**config.mk**
```make
export PLATFORM = sky130hd
export DESIGN_NAME = mac_datapath
export DESIGN_NICKNAME = d
export VERILOG_FILES = /design/src/rtl/mac_pkg.sv /design/src/rtl/mac_operand_mem.sv /design/src/rtl/mac_datapath.sv
export SDC_FILE = /design/constraint.sdc
export NUM_CORES = 1
export LEC_CHECK = 0
export ABC_CLOCK_PERIOD_IN_PS = 5100
export BUFFER_PORTS_ARGS = -buffer_cell sky130_fd_sc_hd__buf_2
export CAP_MARGIN = 20
export CORE_ASPECT_RATIO = 1.25
export CORE_MARGIN = 5
export CORE_UTILIZATION = 61
export CTS_CLUSTER_DIAMETER = 200
export DETAILED_ROUTE_END_ITERATION = 8
export GPL_ROUTABILITY_DRIVEN = 0
export GPL_TIMING_DRIVEN = 0
export PLACE_DENSITY_LB_ADDON = 0.15
export SLEW_MARGIN = 20
export SYNTH_ARGS = -nofsm -noshare
export SYNTH_HDL_FRONTEND = slang
export SYNTH_SLANG_ARGS = --single-unit
```
**constraint.sdc**
```tcl
create_clock -name clk -period 5.1 [get_ports clk]
set_input_delay 0.765 -clock clk [delete_from_list [all_inputs] [get_ports clk]]
set_output_delay 0.765 -clock clk [all_outputs]
set_load 0.01 [all_outputs]
```
**src/rtl/mac_pkg.sv**
```systemverilog
// mac_pkg: shared widths, derivation helpers and controller state encoding for the MAC unit
package mac_pkg;
   localparam int DW_DEF = 8;
   localparam int N_DEF  = 4;
   function automatic int calc_aw(input int n);
      return (n > 1) ? $clog2(n) : 1;
   endfunction
   function automatic int calc_accw(input int dw, input int n);
      return 2 * dw + $clog2(n);
   endfunction
   typedef enum logic [2:0] {
      S_IDLE, S_LD_AB, S_WAIT_AB, S_LD_M, S_WAIT_M, S_LD_ACC, S_WAIT_ACC, S_DONE
   } mac_state_e;
endpackage

```
**src/rtl/mac_operand_mem.sv**
```systemverilog
// mac_operand_mem: two-bank N x DW operand store, one write port, combinational read by element index
module mac_operand_mem import mac_pkg::*; #(
   parameter int DW = DW_DEF,
   parameter int N  = N_DEF,
   parameter int AW = calc_aw(N)
) (
   input  logic          clk,
   input  logic          wr_en_i,
   input  logic [AW-1:0] wr_addr_i,
   input  logic [DW-1:0] wr_a_i,
   input  logic [DW-1:0] wr_b_i,
   input  logic [AW:0]   rd_addr_i,
   output logic [DW-1:0] rd_a_o,
   output logic [DW-1:0] rd_b_o
);
   localparam logic [AW:0] NV = (AW + 1)'(N);
   logic [DW-1:0] mem_a_q [N];
   logic [DW-1:0] mem_b_q [N];
   // host writes land at the edge; indices beyond the store are dropped
   always_ff @(posedge clk) begin
      if (wr_en_i && ({1'b0, wr_addr_i} < NV)) begin
         mem_a_q[wr_addr_i] <= wr_a_i;
         mem_b_q[wr_addr_i] <= wr_b_i;
      end
   end
   assign rd_a_o = (rd_addr_i < NV) ? mem_a_q[rd_addr_i[AW-1:0]] : '0;
   assign rd_b_o = (rd_addr_i < NV) ? mem_b_q[rd_addr_i[AW-1:0]] : '0;
endmodule

```
**src/rtl/mac_datapath.sv**
```systemverilog
// mac_datapath: operand/product/accumulator/result registers and element counter for the MAC unit
module mac_datapath import mac_pkg::*; #(
   parameter int DW   = DW_DEF,
   parameter int N    = N_DEF,
   parameter int AW   = calc_aw(N),
   parameter int ACCW = calc_accw(DW, N)
) (
   input  logic            clk,
   input  logic            rst,
   input  logic            wr_en,
   input  logic [AW-1:0]   wr_addr,
   input  logic [DW-1:0]   wr_a,
   input  logic [DW-1:0]   wr_b,
   input  logic            ld_a,
   input  logic            ld_b,
   input  logic            ld_m,
   input  logic            ld_acc,
   input  logic            ld_out,
   input  logic            count_enb,
   input  logic            count_reset,
   output logic            CMP,
   output logic [ACCW-1:0] result,
   output logic [AW:0]     count
);
   localparam logic [AW:0] NV = (AW + 1)'(N);
   logic [AW:0]     cnt_q, cnt_d;
   logic [DW-1:0]   a_q, a_d, b_q, b_d, rd_a, rd_b;
   logic [2*DW-1:0] m_q, m_d;
   logic [ACCW-1:0] acc_q, acc_d, result_q, result_d;
   mac_operand_mem #(.DW(DW), .N(N), .AW(AW)) u_mem (
      .clk       (clk),
      .wr_en_i   (wr_en),
      .wr_addr_i (wr_addr),
      .wr_a_i    (wr_a),
      .wr_b_i    (wr_b),
      .rd_addr_i (cnt_q),
      .rd_a_o    (rd_a),
      .rd_b_o    (rd_b)
   );
   // count_reset wins over both count_enb and ld_acc; the read uses the pre-increment count
   always_comb begin
      cnt_d    = count_reset ? '0 : (count_enb && cnt_q < NV) ? cnt_q + 1'b1 : cnt_q;
      a_d      = ld_a ? rd_a : a_q;
      b_d      = ld_b ? rd_b : b_q;
      m_d      = ld_m ? {{DW{1'b0}}, a_q} * {{DW{1'b0}}, b_q} : m_q;
      acc_d    = count_reset ? '0 : ld_acc ? acc_q + ACCW'(m_q) : acc_q;
      result_d = ld_out ? acc_q : result_q;
   end
   // state registers; the operand store deliberately survives reset
   always_ff @(posedge clk) begin
      if (rst) begin
         cnt_q    <= '0;
         a_q      <= '0;
         b_q      <= '0;
         m_q      <= '0;
         acc_q    <= '0;
         result_q <= '0;
      end else begin
         cnt_q    <= cnt_d;
         a_q      <= a_d;
         b_q      <= b_d;
         m_q      <= m_d;
         acc_q    <= acc_d;
         result_q <= result_d;
      end
   end
   assign CMP    = cnt_q < NV;
   assign result = result_q;
   assign count  = cnt_q;
endmodule
```
==> results of run 1 <==
[stage by stage]
| step | utilization [%] | total power [uW] | cells | hold WS (ps) |
|---|---|---|---|---|
| after CTS | 70.3 | 2720 | 949 | 474 |
| after floorplan | - | 1390 | 701 | 432 |
| after global placement | 65.3 | 1450 | 915 | 454 |
| after global routing | 70.3 | 2820 | 949 | 517 |
| after detailed placement | 65.5 | 1460 | 917 | 465 |
| final | 70.3 | 2710 | 949 | 471 |
[per-layer routing]
metal | vias to the layer above | wire [um]
met3 | 33 | 557
met4 | 0 | 427
met1 | 2584 | 6150
met2 | 114 | 8680
li1 | 2591 | -
met5 | - | 0
[power groups by stage]
stage / Sequential (uW) / Clock (uW) / Combinational (uW)
3_5_place_dp: 1250 / 0 / 213
5_1_grt: 1230 / 1350 / 240
2_1_floorplan: 1240 / 0 / 155
3_3_place_gp: 1250 / 0 / 203
4_1_cts: 1230 / 1280 / 215
6_report: 1230 / 1270 / 213
[worst max path at each step]
stage | start | end | slack (ps) | cells after the start
finish | b_q[7]$_SDFFE_PP0P_ | m_q[11]$_SDFFE_PP0P_ | 630 | 15
global route | b_q[7]$_SDFFE_PP0P_ | m_q[11]$_SDFFE_PP0P_ | 440 | 15
CTS | b_q[7]$_SDFFE_PP0P_ | m_q[11]$_SDFFE_PP0P_ | 640 | 15
detailed placement | b_q[7]$_SDFFE_PP0P_ | m_q[11]$_SDFFE_PP0P_ | 660 | 15
global placement | b_q[7]$_SDFFE_PP0P_ | m_q[11]$_SDFFE_PP0P_ | 780 | 15
floorplan | a_q[0]$_SDFFE_PP0P_ | m_q[11]$_SDFFE_PP0P_ | 1130 | 15
[worst min-delay path, cell delays in order (launching register included)]
cell and delay (ps):
dfxtp_1 330, nand2_1 50, o21ai_1 50
[layout make-up]
cell class | instances | area (um2)
fillers | 935 | 3740
well taps | 168 | 210
multi-input cells | 492 | 4130
clock buffers | 20 | 447
flip-flops and latches | 137 | 3380
clock inverters | 12 | 163
repair buffers | 48 | 249
inverters | 51 | 191
plain buffers | 21 | 88.8
[synthesized netlist by cell type, types with 7 or more instances]
cell	n	share of area (%)
inv_1	50	2.4
ha_1	53	8.5
a211oi_1	7	0.68
a21oi_1	40	2.6
xnor2_1	10	1.1
o21ai_0	7	0.45
and2_1	47	3.8
mux4_2	16	4.6
xor2_1	10	1.1
mux2i_1	33	4.2
fa_1	37	9.5
nor2b_1	22	1.8
dfxtp_1	73	19
a21o_1	13	1.3
clkbuf_1	13	0.63
edfxtp_1	64	25
nand2_1	46	2.2
nor2_1	72	3.5
nand3_1	8	0.51
[registers in the layout, indices dropped and copies added (netlist names), named ones only]
signal	count
u_mem.mem_a_q	32
acc_q	18
count	3
u_mem.mem_b_q	32
m_q	16
a_q	8
result	18
b_q	8
[cell families after synthesis]
kind of cell,after synthesis,share of synthesized area [%]
adders and majority gates,90,18.0
xor gates and xnor gates,20,2.25
muxes,50,9.06
AOI/OAI and AO/OA,109,9.58
and+or+nand+nor,223,14.0
DFF,137,43.5
buffers and inverters,72,3.60
==> results.tsv, run 1 <==
stage	metric	value	unit
grt	gr ovfl total	0	
final_layout	most frequent cells in the layout	dfxtp_1 (73), nor2_1 (71), edfxtp_1 (64), ha_1 (53), buf_2 (51)	
hold_path	WHS Path Cells	2	
die	I/O pin count	50	
hold_path	worst hold path endpoint	acc_q[11]$_SDFFE_PP0P_	
synth	ys flop type	dfxtp_1	
setup_path	Worst path slowest cell	fa_1	
die	initial cell density of the core	61.8	%
sta	Fmax	223	MHz
clock_tree	Setup Buffers After CTS	0	
flow_run	max-cap violation count	0	
setup_path	r2r endpoint	m_q[11]$_SDFFE_PP0P_	
outcome	outcome	finished clean	
clock_tree	root buffer cell	clkbuf_16	
synth	Mapped Cells	701	
synth	Synthesized Nets	819	
setup_path	r2r startpoint	b_q[7]$_SDFFE_PP0P_	
clock_tree	clk buf depth	2	
routing	DR pass1 iterations	4	
sta	Total Neg Setup Slack	0	ps
synth	Mapped Area	7780	um2
placement	pre-CTS setup slack	664	ps
sta	Final Skew	7.82	ps
hold_path	worst min-delay path category	register to register	
routing	Routed WL	15800	um
placement	IO Port Bufs	46	
power_and_ir_drop	Combinational Power Share	7.9	%
routing	vias post-DR	5322	
power_and_ir_drop	Clk network pwr share	46.8	%
routing	DRC viols	0	
clock_tree	H-tree levels	4	
final_layout	most common cell after layout, fill and taps aside	dfxtp_1	
setup_path	crit-path max cell delay	550	ps
sta	hold violation count in the final report	0	
final_layout	Antenna Cells	0	
synth	Synth async-reset ratio	0	%
die	Core Region	12600	um2
die	die height	136	um
clock_tree	CTS buffer count	17	
final_layout	Area growth, synth to finish	13.8	%
sta	setup ws final	625	ps
grt	largest net degree at the start of global routing	17	
grt	met1 usage	23.4	%
clock_tree	Worst-path clk slew	60	ps
setup_path	most used cell, CP	fa_1	
grt	Total GRT Usage	22.1	%
sta	count of final setup violators	0	
grt	first-pass GRT wire length	26500	um
synth	number of synthesized flops with an enable pin	64	
hold_path	Hold Path Origin	acc_q[11]$_SDFFE_PP0P_	
setup_path	crit path DAT	4740	ps
setup_path	critical path launch point type	register	
die	row cnt	46	
sta	setup repair after global routing missed its margin	no	
clock_tree	CTS resizes	0	
die	Die ar.	15100	um2
routing	Final ANT Viol Nets	0	
grt	vias in the first global route	5635	
synth	distinct cell type count after synthesis	56	
clock_tree	Worst-Skew Late Latency	420	ps
setup_path	WP buf/inv	3	
sta	Slew Limit Fails	0	
setup_path	critical path class	register to register	
clock_tree	Num Clock Sinks	137	
clock_tree	CTS tree	yes	
placement	Area after DPL	8250	um2
setup_path	Worst Setup End Kind	register	
synth	Seq/Total Area, Yosys	43.5	%
synth	YS warnings	0	
clock_tree	hold buffers post-CTS	0	
power_and_ir_drop	P per Cell Area	305	nW/um2
final_layout	Final #Nets	886	
routing	drt first-iter violations	246	
power_and_ir_drop	P_sw	633	uW
grt	initial antenna violation count	0	
power_and_ir_drop	Reg power frac	45.3	%
power_and_ir_drop	switching share of power	23.4	%
routing	drt wl/cell	16.7	um
routing	via/cell ratio	5.61	
die	Die Wd	111	um
setup_path	flop-to-flop setup slack	630	ps
power_and_ir_drop	Pint	2070	uW
power_and_ir_drop	Leakage	0.00394	uW
power_and_ir_drop	Max VDD drop	429	uV
setup_path	cell breakdown of the critical path	nand2_1, fa_1, fa_1, inv_1, fa_1, inv_1, fa_1, inv_1, ha_1, o21a_1, o31a_1, o21ai_2, nand2b_1, a311oi_1, o32ai_1	
sta	measured slew at the worst slew-check pin	860	ps
sta	max_slew headroom	42.6	%
sta	fin crit share	87.7	%
final_layout	share of cells above drive strength 1	14.6	%
setup_path	Crit path required time	5370	ps
sta	Tmin final	4470	ps
synth	Avg Cell Area, Syn	11.1	um2
setup_path	Max FO, Critical Path	9	
placement	dpl hpwl	11800	um
setup_path	r2r worst-path depth	15	
grt	global routing usage on met3	4.59	%
grt	most used routing layer in global routing	met2	
setup_path	Top delay family on crit path	adder cells	
final_layout	Final Instance Area	8860	um2
grt	GR Util met2	42.6	%
synth	flops & latches, synth	137	
Power figures use the tool's default switching activity.
==> inputs of run 2 (changes only) <==
--- a/config.mk
+++ b/config.mk
@@ -5,12 +5,14 @@
 export SDC_FILE = /design/constraint.sdc
 export NUM_CORES = 1
 export LEC_CHECK = 0
+export ABC_AREA = 1
 export ABC_CLOCK_PERIOD_IN_PS = 5100
 export BUFFER_PORTS_ARGS = -buffer_cell sky130_fd_sc_hd__buf_2
 export CAP_MARGIN = 20
 export CORE_ASPECT_RATIO = 1.25
 export CORE_MARGIN = 5
-export CORE_UTILIZATION = 61
+export CORE_UTILIZATION = 64
+export CTS_BUF_LIST = sky130_fd_sc_hd__clkbuf_4
 export CTS_CLUSTER_DIAMETER = 200
 export DETAILED_ROUTE_END_ITERATION = 8
 export GPL_ROUTABILITY_DRIVEN = 0
==> run 2 against run 1 <==
Clock-buffer cell count down 1. Register-to-register slack about the same. Synthesized cell count up 44%. Total power shrank 19%. Global-route usage increased by 1.3 points. Via count is 23% higher.
==> results.tsv, run 2 <==
stage	metric	value	unit
outcome	outcome	finished clean	
synth	area leader, netlist	edfxtp_1	
routing	drt first-iter violations	402	
setup_path	r2r worst-path depth	20	
sta	Total Neg Setup Slack	0	ps
synth	flops & latches, synth	137	
final_layout	Final #Nets	1200	
setup_path	flop-to-flop setup slack	620	ps
synth	number of synthesized flops with an enable pin	64	
synth	Mapped Area	8190	um2
final_layout	Antenna Cells	0	
hold_path	Hold Path Origin	wr_a[6]	
synth	Avg Cell Area, Syn	8.11	um2
setup_path	critical path class	register to register	
clock_tree	clk buf depth	2	
synth	Mapped Cells	1010	
routing	drt wl/cell	13.3	um
setup_path	crit path DAT	4920	ps
clock_tree	CTS buffer count	17	
synth	ys flop type	dfxtp_1	
setup_path	r2r startpoint	a_q[0]$_SDFFE_PP0P_	
sta	hold violation count in the final report	0	
die	initial cell density of the core	65.0	%
clock_tree	CTS tree	yes	
sta	max_slew headroom	47.2	%
synth	Synth async-reset ratio	0	%
synth	synth top area cells	edfxtp_1 (23%), dfxtp_1 (18%), nand2_1 (9.8%), fa_1 (9.0%), ha_1 (8.1%)	
clock_tree	Num Clock Sinks	137	
die	die height	137	um
setup_path	Worst path slowest cell	fa_1	
final_layout	Area growth, synth to finish	9.34	%
clock_tree	CTS resizes	0	
placement	IO Port Bufs	49	
clock_tree	Worst-path clk slew	120	ps
final_layout	most common cell after layout, fill and taps aside	nand2_1	
routing	vias post-DR	6564	
grt	gr ovfl total	0	
die	Core Region	12600	um2
synth	Synthesized Nets	1128	
sta	measured slew at the worst slew-check pin	788	ps
sta	setup repair after global routing missed its margin	no	
routing	via/cell ratio	5.20	
sta	Final Skew	22.1	ps
setup_path	r2r endpoint	m_q[14]$_SDFFE_PP0P_	
clock_tree	hold buffers post-CTS	0	
clock_tree	Worst-Skew Late Latency	530	ps
setup_path	crit-path max cell delay	540	ps
flow_run	max-cap violation count	0	
die	row cnt	46	
setup_path	Crit path required time	5540	ps
die	Die ar.	15200	um2
hold_path	worst min-delay path category	primary input to register	
synth	YS warnings	0	
power_and_ir_drop	P per Cell Area	246	nW/um2
die	I/O pin count	50	
grt	initial antenna violation count	0	
grt	first-pass GRT wire length	28700	um
sta	Fmax	223	MHz
sta	Tmin final	4480	ps
final_layout	Final Instance Area	8960	um2
die	Die Wd	111	um
synth	Seq/Total Area, Yosys	41.3	%
setup_path	most used cell, CP	nand2_1	
synth	most frequent cell after synthesis	nand2_1	
placement	Area after DPL	8700	um2
grt	largest net degree at the start of global routing	17	
synth	Synth top area share	23.5	%
setup_path	critical path launch point type	register	
routing	DRC viols	0	
routing	DR pass1 iterations	5	
synth	distinct cell type count after synthesis	33	
hold_path	WHS Path Cells	1	
sta	fin crit share	87.8	%
grt	Total GRT Usage	23.4	%
final_layout	most frequent cells in the layout	nand2_1 (214), inv_1 (170), nor2_1 (147), dfxtp_1 (73), edfxtp_1 (64)	
clock_tree	root buffer cell	clkbuf_4	
grt	vias in the first global route	6392	
power_and_ir_drop	Max VDD drop	315	uV
final_layout	fill count	1058	
routing	Final ANT Viol Nets	0	
clock_tree	H-tree levels	4	
sta	Slew Limit Fails	0	
final_layout	top flop regs	u_mem.mem_a_q x32, u_mem.mem_b_q x32	
setup_path	cell breakdown of the critical path	clkbuf_1, nand2_1, fa_1, fa_1, inv_1, fa_1, inv_1, fa_1, inv_1, ha_1, a21oi_1, nor2_1, nor2_1, nand2_1, nand2_1, nand2_1, nand2_1, nand3_1, nand2_1, inv_1	
setup_path	Max FO, Critical Path	9	
setup_path	Worst Setup End Kind	register	
final_layout	share of cells above drive strength 1	10.8	%
power_and_ir_drop	Leakage	0.00470	uW
clock_tree	Setup Buffers After CTS	0	
sta	count of final setup violators	0	
synth	leading post-synthesis cells by instance count	nand2_1 (214), inv_1 (170), nor2_1 (147), dfxtp_1 (73), edfxtp_1 (64)	
placement	dpl hpwl	13100	um
routing	Routed WL	16800	um
hold_path	worst hold path endpoint	u_mem.mem_a_q[2][6]$_DFFE_PP_	
## run 2: cell type report
class,instances,area (um2),area share (%)
Buffer,40,185,2.07
Clock buffer,19,143,1.59
Clock inverter,13,118,1.31
Inverter,179,678,7.57
Multi-Input combinational cell,654,3970,44.3
Sequential cell,137,3380,37.8
Tap cell,168,210,2.35
Timing Repair Buffer,53,275,3.07
## run 2: power breakdown
part           leakage [uW]  internal (uW)  total [uW]  switching, uW
Clock              0.000144            257         659            402
Combinational       0.00336            110         314            204
Sequential          0.00119           1210        1230           23.3
Total               0.00470           1570        2200            629
## run 2: worst max-delay path by stage
stage	depth (start not counted)	slack, ps	to	startpoint
floorplan	17	1100	m_q[10]$_SDFFE_PP0P_	a_q[0]$_SDFFE_PP0P_
global placement	20	680	m_q[14]$_SDFFE_PP0P_	a_q[0]$_SDFFE_PP0P_
detailed placement	20	650	m_q[14]$_SDFFE_PP0P_	a_q[0]$_SDFFE_PP0P_
CTS	20	650	m_q[14]$_SDFFE_PP0P_	a_q[0]$_SDFFE_PP0P_
global route	20	290	m_q[14]$_SDFFE_PP0P_	a_q[0]$_SDFFE_PP0P_
finish	20	620	m_q[14]$_SDFFE_PP0P_	a_q[0]$_SDFFE_PP0P_
## run 2: worst max-delay path, delay by kind of cell, from the launching register on
| family | cells | cell delay, ps |
|---|---|---|
| adders and majority gates | 5 | 2480 |
| DFF | 1 | 320 |
| buffers and inverters | 5 | 640 |
| AOI/OAI and AO/OA | 1 | 210 |
| and+or+nand+nor | 9 | 720 |
## run 2: through the flow
| stage | worst slack [ps] | instances | util, % | hold WS [ps] | power (uW) |
|---|---|---|---|---|---|
| final | 620 | 1263 | 71.1 | 441 | 2200 |
| after global routing | 291 | 1263 | 71.1 | 386 | 2320 |
| after CTS | 648 | 1263 | 71.1 | 396 | 2220 |
| after detailed placement | 646 | 1231 | 69.0 | 476 | 1570 |
| after global placement | 683 | 1227 | 68.6 | 470 | 1560 |
| after floorplan | 1100 | 1010 | - | 451 | 1470 |
## run 2: kinds of logic (layout without fill, tap and decap cells)
group	after synthesis	after routing	synth area share, %
AOI/OAI and AO/OA	136	136	9.47
DFF	137	137	41.3
xor gates and xnor gates	16	16	1.71
and+or+nand+nor	412	412	19.9
adders and majority gates	90	90	17.1
buffers and inverters	219	304	10.5
## run 2: metal layers
| metal | global-route usage [%] | wire [um] | vias up |
|---|---|---|---|
| li1 | - | - | 3334 |
| met1 | 26.5 | 6810 | 3069 |
| met2 | 44.3 | 8900 | 132 |
| met3 | 4.02 | 697 | 29 |
| met4 | 8.52 | 375 | 0 |
| met5 | 0 | 0 | - |
